File: config.mk
export PLATFORM = sky130hd
export DESIGN_NAME = mem_access_unit
export DESIGN_NICKNAME = d
export VERILOG_FILES = /design/src/rtl/mips_mem_pkg.sv /design/src/rtl/mem_lane_align.sv /design/src/rtl/mem_access_unit.sv
export SDC_FILE = /design/constraint.sdc
export NUM_CORES = 1
export LEC_CHECK = 0
export ABC_AREA = 1
export CAP_MARGIN = 30
export CELL_PAD_IN_SITES_DETAIL_PLACEMENT = 1
export CELL_PAD_IN_SITES_GLOBAL_PLACEMENT = 1
export CORE_ASPECT_RATIO = 1.5
export CORE_MARGIN = 2
export CORE_UTILIZATION = 30
export CTS_BUF_LIST = sky130_fd_sc_hd__clkbuf_2
export CTS_CLUSTER_SIZE = 8
export DETAILED_ROUTE_END_ITERATION = 7
export PLACE_DENSITY = 0.88
export REMOVE_ABC_BUFFERS = 1
export SKIP_CTS_REPAIR_TIMING = 1
export SKIP_LAST_GASP = 1
export SYNTH_ARGS = -nofsm -noshare
export SYNTH_HDL_FRONTEND = slang
export SYNTH_SLANG_ARGS = --single-unit
File: constraint.sdc
create_clock -name clock -period 1.8 [get_ports clock]
set_input_delay 0.36 -clock clock [delete_from_list [all_inputs] [get_ports clock]]
set_output_delay 0.36 -clock clock [all_outputs]
set_load 0.1 [all_outputs]
File: src/rtl/mips_mem_pkg.sv
// Shared definitions for the MEM-stage access unit: mem_signals layout, size codes,
// FSM encoding and the registered memory command payload.
package mips_mem_pkg;

  localparam int unsigned MEM_DW  = 32;
  localparam int unsigned MEM_BE  = 4;
  localparam int unsigned NB_SIZE = 3;

  localparam int unsigned SIG_SIGN  = 5;
  localparam int unsigned SIG_READ  = 4;
  localparam int unsigned SIG_WRITE = 3;

  localparam logic [NB_SIZE-1:0] SIZE_WORD = 3'b100;
  localparam logic [NB_SIZE-1:0] SIZE_HALF = 3'b010;
  localparam logic [NB_SIZE-1:0] SIZE_BYTE = 3'b001;

  typedef enum logic [1:0] {
    ST_IDLE = 2'd0,
    ST_REQ  = 2'd1,
    ST_DONE = 2'd2
  } state_t;

  typedef struct packed {
    logic              we;
    logic [MEM_DW-1:0] addr;
    logic [MEM_BE-1:0] be;
    logic [MEM_DW-1:0] wdata;
  } mem_cmd_t;

  function automatic logic size_legal(input logic [NB_SIZE-1:0] size);
    return (size == SIZE_WORD) || (size == SIZE_HALF) || (size == SIZE_BYTE);
  endfunction

endpackage

File: src/rtl/mem_lane_align.sv
// Byte-lane logic: store byte enables and data replication, load extraction and
// extension, and alignment check for a given size and low address bits.
module mem_lane_align
  import mips_mem_pkg::*;
(
  input  logic [NB_SIZE-1:0] size,
  input  logic [1:0]         addr_lo,
  input  logic               sign,
  input  logic [MEM_DW-1:0]  wdata,
  input  logic [MEM_DW-1:0]  rdata,
  output logic [MEM_BE-1:0]  be,
  output logic [MEM_DW-1:0]  wdata_rep,
  output logic [MEM_DW-1:0]  load_ext,
  output logic               misaligned
);

  logic [7:0]  byte_sel;
  logic [15:0] half_sel;

  always_comb begin
    byte_sel   = rdata[{addr_lo, 3'b000} +: 8];
    half_sel   = addr_lo[1] ? rdata[31:16] : rdata[15:0];
    be         = '0;
    wdata_rep  = wdata;
    load_ext   = rdata;
    misaligned = 1'b0;
    case (size)
      SIZE_BYTE: begin
        be        = 4'b0001 << addr_lo;
        wdata_rep = {4{wdata[7:0]}};
        load_ext  = {{24{sign & byte_sel[7]}}, byte_sel};
      end
      SIZE_HALF: begin
        be         = addr_lo[1] ? 4'b1100 : 4'b0011;
        wdata_rep  = {2{wdata[15:0]}};
        load_ext   = {{16{sign & half_sel[15]}}, half_sel};
        misaligned = addr_lo[0];
      end
      SIZE_WORD: begin
        be         = 4'b1111;
        misaligned = |addr_lo;
      end
      default: be = '0;
    endcase
  end

endmodule

File: src/rtl/mem_access_unit.sv
// MEM-stage load/store unit: validates the decoded access, drives a req/ack data-memory
// port, extends load data and stalls the pipeline until the access completes.
module mem_access_unit
  import mips_mem_pkg::*;
#(
  parameter int unsigned NB_DATA   = 32,
  parameter int unsigned NB_MEMSIG = 6,
  parameter int unsigned TIMEOUT   = 16
) (
  input  logic                 clock,
  input  logic                 reset,
  input  logic                 op_valid,
  input  logic [NB_MEMSIG-1:0] mem_signals,
  input  logic [NB_DATA-1:0]   op_addr,
  input  logic [NB_DATA-1:0]   op_wdata,
  output logic                 stall,
  output logic                 done,
  output logic                 error,
  output logic [NB_DATA-1:0]   load_data,
  output logic                 mem_req,
  output logic                 mem_we,
  output logic [NB_DATA-1:0]   mem_addr,
  output logic [3:0]           mem_be,
  output logic [NB_DATA-1:0]   mem_wdata,
  input  logic                 mem_ack,
  input  logic [NB_DATA-1:0]   mem_rdata
);

  localparam int unsigned CNT_W = (TIMEOUT > 2) ? $clog2(TIMEOUT) : 1;
  localparam bit          TO_EN = (TIMEOUT != 0);

  state_t             state_q, state_d;
  mem_cmd_t           cmd_q, cmd_d;
  logic               req_q, req_d;
  logic               done_q, done_d;
  logic               err_q, err_d;
  logic [MEM_DW-1:0]  load_q, load_d;
  logic [CNT_W-1:0]   cnt_q, cnt_d;
  // Access context kept for load extraction while the request is outstanding
  logic [NB_SIZE-1:0] size_q, size_d;
  logic [1:0]         lane_q, lane_d;
  logic               sign_q, sign_d;
  logic               read_q, read_d;

  logic               is_read, is_write, access, illegal;
  logic [NB_SIZE-1:0] al_size;
  logic [1:0]         al_lane;
  logic [MEM_BE-1:0]  al_be;
  logic [MEM_DW-1:0]  al_wdata, al_load;
  logic               al_misaligned;

  assign is_read  = mem_signals[SIG_READ];
  assign is_write = mem_signals[SIG_WRITE];
  assign access   = op_valid & (is_read | is_write);
  assign illegal  = (is_read & is_write) | ~size_legal(mem_signals[NB_SIZE-1:0]);
  assign stall    = ((state_q == ST_IDLE) & access) | (state_q == ST_REQ);

  // Lane logic sees the incoming op in IDLE and the held context during REQ
  assign al_size = (state_q == ST_IDLE) ? mem_signals[NB_SIZE-1:0] : size_q;
  assign al_lane = (state_q == ST_IDLE) ? op_addr[1:0] : lane_q;

  mem_lane_align u_align (
    .size       (al_size),
    .addr_lo    (al_lane),
    .sign       (sign_q),
    .wdata      (op_wdata),
    .rdata      (mem_rdata),
    .be         (al_be),
    .wdata_rep  (al_wdata),
    .load_ext   (al_load),
    .misaligned (al_misaligned)
  );

  always_comb begin
    state_d = state_q;
    cmd_d   = cmd_q;
    req_d   = req_q;
    done_d  = 1'b0;
    err_d   = 1'b0;
    load_d  = load_q;
    cnt_d   = cnt_q;
    size_d  = size_q;
    lane_d  = lane_q;
    sign_d  = sign_q;
    read_d  = read_q;
    case (state_q)
      ST_IDLE: begin
        if (access) begin
          if (illegal | al_misaligned) begin
            state_d = ST_DONE;
            done_d  = 1'b1;
            err_d   = 1'b1;
          end else begin
            cmd_d.we    = is_write;
            cmd_d.addr  = {op_addr[NB_DATA-1:2], 2'b00};
            cmd_d.be    = al_be;
            cmd_d.wdata = al_wdata;
            req_d       = 1'b1;
            cnt_d       = '0;
            size_d      = mem_signals[NB_SIZE-1:0];
            lane_d      = op_addr[1:0];
            sign_d      = mem_signals[SIG_SIGN];
            read_d      = is_read;
            state_d     = ST_REQ;
          end
        end
      end
      ST_REQ: begin
        // An ack in the timeout cycle still counts as success
        if (mem_ack) begin
          req_d   = 1'b0;
          done_d  = 1'b1;
          state_d = ST_DONE;
          if (read_q) load_d = al_load;
        end else if (TO_EN && (cnt_q == CNT_W'(TIMEOUT - 1))) begin
          req_d   = 1'b0;
          done_d  = 1'b1;
          err_d   = 1'b1;
          load_d  = '0;
          state_d = ST_DONE;
        end else begin
          cnt_d = cnt_q + CNT_W'(1);
        end
      end
      ST_DONE: state_d = ST_IDLE;
      default: state_d = ST_IDLE;
    endcase
  end

  always_ff @(posedge clock or negedge reset) begin
    if (!reset) begin
      state_q <= ST_IDLE;
      cmd_q   <= '0;
      req_q   <= 1'b0;
      done_q  <= 1'b0;
      err_q   <= 1'b0;
      load_q  <= '0;
      cnt_q   <= '0;
      size_q  <= '0;
      lane_q  <= '0;
      sign_q  <= 1'b0;
      read_q  <= 1'b0;
    end else begin
      state_q <= state_d;
      cmd_q   <= cmd_d;
      req_q   <= req_d;
      done_q  <= done_d;
      err_q   <= err_d;
      load_q  <= load_d;
      cnt_q   <= cnt_d;
      size_q  <= size_d;
      lane_q  <= lane_d;
      sign_q  <= sign_d;
      read_q  <= read_d;
    end
  end

  assign done      = done_q;
  assign error     = err_q;
  assign load_data = load_q;
  assign mem_req   = req_q;
  assign mem_we    = cmd_q.we;
  assign mem_addr  = cmd_q.addr;
  assign mem_be    = cmd_q.be;
  assign mem_wdata = cmd_q.wdata;

endmodule
# --- Word-level counts from Yosys, hierarchy flattened ---
# Cells that the tools add are included.
totals:
  n_memories: 0
  romBits: 0
  reg_bits: 115
  word_cells: 86
  inputBits: 106
  out_inout_bits: 105
  ramBits: 0
  latchBits: 0
classes:
  n_reduce_logical: 11
  add_sub_neg: 1
  bitwise: 11
  n_div: 0
  n_mux: 33
  n_eq_ne: 14
  order_cmp: 0
  mul: 0
  shift: 2
ops:
  columns: ["operator", "n"]
  rows:
  - ["case mux 32 bit (2 select lines)", 2]
  - ["two-way mux 32 bit", 3]
  - ["indexed part select 32 x 6 -> 8 bit", 1]
  - ["two-way mux 4 bit", 5]
  - ["two-way mux 16 bit", 1]
  - ["case mux 4 bit (3 select lines)", 1]
  - ["two-way mux 2 bit", 5]
  - ["two-way mux 1 bit", 9]
  - ["!= test 2 bit, second input constant", 4]
  - ["case mux 1 bit (2 select lines)", 4]
  - ["case mux 4 bit (2 select lines)", 1]
  - ["== test 3 x 1 -> 1 bit, second input constant", 2]
  - ["== test 3 x 2 -> 1 bit, second input constant", 2]
  - ["== test 3 bit, second input constant", 2]
  - ["AND reduction 3 bit", 2]
  - ["bitwise AND 1 bit", 5]
  - ["AND reduction 5 bit", 1]
  - ["adder 4 x 1 -> 4 bit, second input constant", 1]
  - ["== test 4 bit, second input constant", 1]
  - ["bitwise OR 1 bit", 4]
  - ["case mux 2 bit (2 select lines)", 1]
  - ["AND reduction 4 bit", 1]
  - ["nonzero test 2 bit", 2]
  - ["<< shifter 1 x 2 -> 4 bit, first input constant", 1]
  - ["9 further kinds", 11]

# --- Longest topological paths before layout ---
depth:
  word_depth: 9
  mapped_depth: 14
  ltp_nobuf: 13

# --- Modules after synthesis ---
# Synthesis repeated with hierarchy kept, for this count alone.
unflattened:
  hier_cells: 875
  hier_area_um2: 6421.2
by_module_without_submodules:
  columns: ["module", "area_each_um2", "cells_per_inst", "seq_area_each_um2", "n_inst"]
  rows:
  - ["mem_access_unit", 4899.7, 561, 2877.8, 1]
  - ["mem_lane_align", 1521.5, 314, 0.0, 1]

# --- Worst setup path before layout ---
# No wires, ideal clock.
synth_timing:
  kind: "in2reg"
  from: "input port mem_signals[3]"
  to: "register cnt_q[1]"
  setup_time_ps: 117
  arrival_time_ps: 3284
  path_slack_ps: -1601
  n_path_buf: 0
  required_time_ps: 1683
  stages: 7
  path_cell_list: "o21ai_0 -> o21ai_0 -> nand2_1 -> inv_1 -> nand2_1 -> nand2_1 -> nand2_1"
synth_via:
  elab_chain_len: 5
  word_cells_on_any_way: 8
  cone_classes: "eq/ne (2); bitwise (5); reduce/logical (1)"
synth_rtl:
  columns: ["item", "line_no", "text"]
  rows:
  - ["from (decl)", "mem_access_unit.sv:13", "input logic [NB_MEMSIG-1:0] mem_signals,"]
  - ["bitwise AND 1 bit", "mem_access_unit.sv:55", "assign illegal = (is_read & is_write) | ~size_legal(mem_signals[NB_SIZE-1:0]);"]
  - ["bitwise OR 1 bit", "mem_access_unit.sv:55", null]
  - ["bitwise OR 1 bit", "mem_access_unit.sv:89", "if (illegal | al_misaligned) begin"]
  - ["!= test 2 bit (no source line)", null, null]
  - ["AND reduction 5 bit (no source line) (*)", null, null]
  - ["to (signal assigned)", "mem_access_unit.sv:150", "cnt_q <= cnt_d;"]
  - ["to (decl)", "mem_access_unit.sv:38", "logic [CNT_W-1:0] cnt_q, cnt_d;"]
# Every way passes the cells marked *; elsewhere a longest branch is shown, timed or not.
# A chain may end at the register's enable or synchronous reset.

# --- Final worst setup path ---
layout_timing:
  from: "register state_q[0]"
  to: "output port stall"
layout_via:
  elab_chain_len: 3
  word_cells_on_any_way: 4
  cone_classes: "eq/ne (1); bitwise (2); reduce/logical (1)"
layout_rtl:
  columns: ["item", "line_no", "text"]
  rows:
  - ["from (decl)", "mem_access_unit.sv:32", "state_t state_q, state_d;"]
  - ["from (signal assigned)", "mem_access_unit.sv:144", "state_q <= state_d;"]
  - ["zero test 2 bit", "mem_access_unit.sv:56", "assign stall = ((state_q == ST_IDLE) & access) | (state_q == ST_REQ);"]
  - ["bitwise AND 1 bit", "mem_access_unit.sv:56", null]
  - ["bitwise OR 1 bit (*)", "mem_access_unit.sv:56", null]
  - ["to (decl)", "mem_access_unit.sv:16", "output logic stall,"]
# Marks and branches as above.

==> metrics <==
Yosys top cell area share=47.2%; gpl congestion=0.851; WP data required=1.44 ns; Sink Count=115; cts bufs inserted=17; EDFF count, synth=0; Achievable Freq=441 MHz; Overflow after GRT=0; vias in the first global route=7634; Final ANT Viol Nets=0; 1st-iter DRT viols=546; max_slew headroom=54.2%; Final #Nets=1250; Routed WL=30300 µm; share of cells above drive strength 1=26.0%; Final Setup Violations=116; Seq cells post-synth=115; largest net degree at the start of global routing=39; Final Skew=0.0402 ns; FP Rows=63; Register-to-Register Path Depth=12; CP Launch Type=flop; placed inst area=0.00997 mm²; Pre-antenna DRT Iters=5; Die W=120 µm; Core Util, Final=56.2%; synth top area cells=dfrtp_1, nand2_1, nand3_1, o21ai_0, inv_1; Seq/Total Area, Yosys=47.2%; wire length per cell=21.4 µm; Distinct cells, synth=29; CP Class=reg -> out; Least-Margin Pin Slew=0.679 ns; Clk pin slew, worst setup/hold paths=0.24 ns; Critical Path, Cell by Cell=inv_2 > buf_6 > nor2_4 > buf_6 > inv_4 > o21ai_2 > buf_6 > buf_12; Design Area, Final=0.0112 mm²; Top FF cell, synth=dfrtp_1; Crit path largest cell delay=0.42 ns; first-pass GRT wire length=39000 µm; full die area=0.0215 mm²; htree depth=4; hold crit path type=in -> async; MaxCap Viol Count=0; CTS Buffer Depth=2; fin. max-slew vios=0; crit path DAT=1.91 ns; final hold vios=0; Yosys top cell by area=dfrtp_1; failing checks=setup timing; routed vias=7467; dpl hpwl=18500 µm; CTS tree=done; Tmin final=2.27 ns; final worst slack=-0.466 ns; cell area after synthesis=0.00610 mm²; gr usage total=23.2%; P&R area growth vs syn=82.9%; RSZ-0062 raised after global routing=yes; Levels on crit path=8; status=finished, violations left; Ys Warns=0; Slowest-stage cell, CP=dfrtp_1; # DRC=0; Crit path top cell by count=buf_6; post-route insts no fill=1417; Cells after DPL=1338; r2r startpoint=state_q[1]; type of destination of the critical path=primary output; clk root buf=clkbuf_2; maximum fanout along the worst path=2; port bufs=208; FF-to-FF End=mem_addr[7]; Post-synth ARST share=100%; Via-to-Cell Ratio=5.27; initial antenna violation count=1; Die Y=179 µm; starting density of the core=30.7%; core area=0.0199 mm²; largest delay contributor family on the critical path=buffers and inverters; syn avg cell area=7.20 µm²; Place WS=-0.479 ns; FF-to-FF setup slack=-0.41 ns; worst skew pair latency=0.72 ns; Buf/Inv on CP=6; Final period util=126%; cells after synthesis=847; Ports=211
## flip-flops by register name, indices dropped and copies added (netlist names), 2 cells and up
| signal | count |
|---|---|
| cnt_q | 4 |
| lane_q | 2 |
| load_data | 32 |
| mem_addr | 30 |
| mem_be | 4 |
| mem_wdata | 32 |
| size_q | 3 |
| state_q | 2 |
## layout make-up
type | count | area (µm²)
antenna | 1 | 2.50
clock buffer | 17 | 85.1
clock inverter | 15 | 183
fill | 2283 | 8700
inverter | 58 | 225
multi-input combinational | 629 | 2900
sequential | 115 | 2880
tap | 260 | 325
timing repair buffer | 322 | 4560
## how the worst max path moves through the flow
stage | from | endpoint | slack (ns)
after floorplan | mem_signals[3] | lane_q[0] | -2.31
after global placement | mem_signals[0] | mem_wdata[18] | -0.36
after detailed placement | mem_signals[0] | mem_wdata[28] | -0.48
after CTS | state_q[0] | stall | -0.79
after global routing | state_q[0] | stall | -0.59
final | state_q[0] | stall | -0.47
## synth_stat cells (3+ instances only)
| cell | count |
|---|---|
| nand2_1 | 392 |
| nand3_1 | 131 |
| dfrtp_1 | 115 |
| inv_1 | 56 |
| o21ai_0 | 43 |
| nor2_1 | 24 |
| clkbuf_1 | 20 |
| buf_2 | 11 |
| nand2_2 | 9 |
| buf_4 | 8 |
| buf_6 | 8 |
| o211ai_1 | 8 |
| nand4_1 | 3 |
## layer usage
metal | up-vias | global-route usage (%) | wire length (µm)
met5 | - | 0 | 0
met2 | 370 | 44.2 | 16600
met4 | 0 | 9.50 | 1590
met1 | 3700 | 24.0 | 10300
met3 | 116 | 5.63 | 1760
li1 | 3281 | - | -
## layout by cell type, fill, tap and decap left out, drive strengths merged
| master | count |
|---|---|
| o22ai | 1 |
| nor3 | 1 |
| nand2 | 402 |
| xor2 | 1 |
| ha | 1 |
| diode | 1 |
| clkdlybuf4s50 | 104 |
| dlygate4sd3 | 1 |
| buf | 202 |
| clkinvlp | 3 |
| clkinv | 8 |
| o21a | 1 |
| inv | 59 |
| clkbuf | 32 |
| o211ai | 8 |
| conb | 2 |
| nand4 | 4 |
| dfrtp | 115 |
| a21oi | 1 |
| nand3b | 1 |
| bufinv | 3 |
| nor2 | 28 |
| nand3 | 133 |
| o21ai | 45 |
## stage by stage
stage	hold slack (ns)	setup TNS (ns)
6_report	0.0722	-36.62
5_1_grt	0.0414	-52.37
3_5_place_dp	0.309	-45.88
3_3_place_gp	0.305	-35.44
2_1_floorplan	0.0644	-190.07
4_1_cts	-0.505	-25.75
## cell families (layout without fill, tap and decap cells)
| kind of cell | count (synthesis) | in the layout | share of synthesized area (%) |
|---|---|---|---|
| buffers and inverters | 105 | 412 | 8.16 |
| xor gates and xnor gates | 1 | 1 | 0.144 |
| DFF | 115 | 115 | 47.2 |
| and+or+nand+nor | 568 | 569 | 39.2 |
| other | 1 | 3 | 0.0615 |
| adders and majority gates | 1 | 1 | 0.205 |
| AOI/OAI and AO/OA | 56 | 56 | 5.04 |
Power is not shown: default switching activity piles up to over one toggle a cycle in this logic, so the estimate is an artifact.
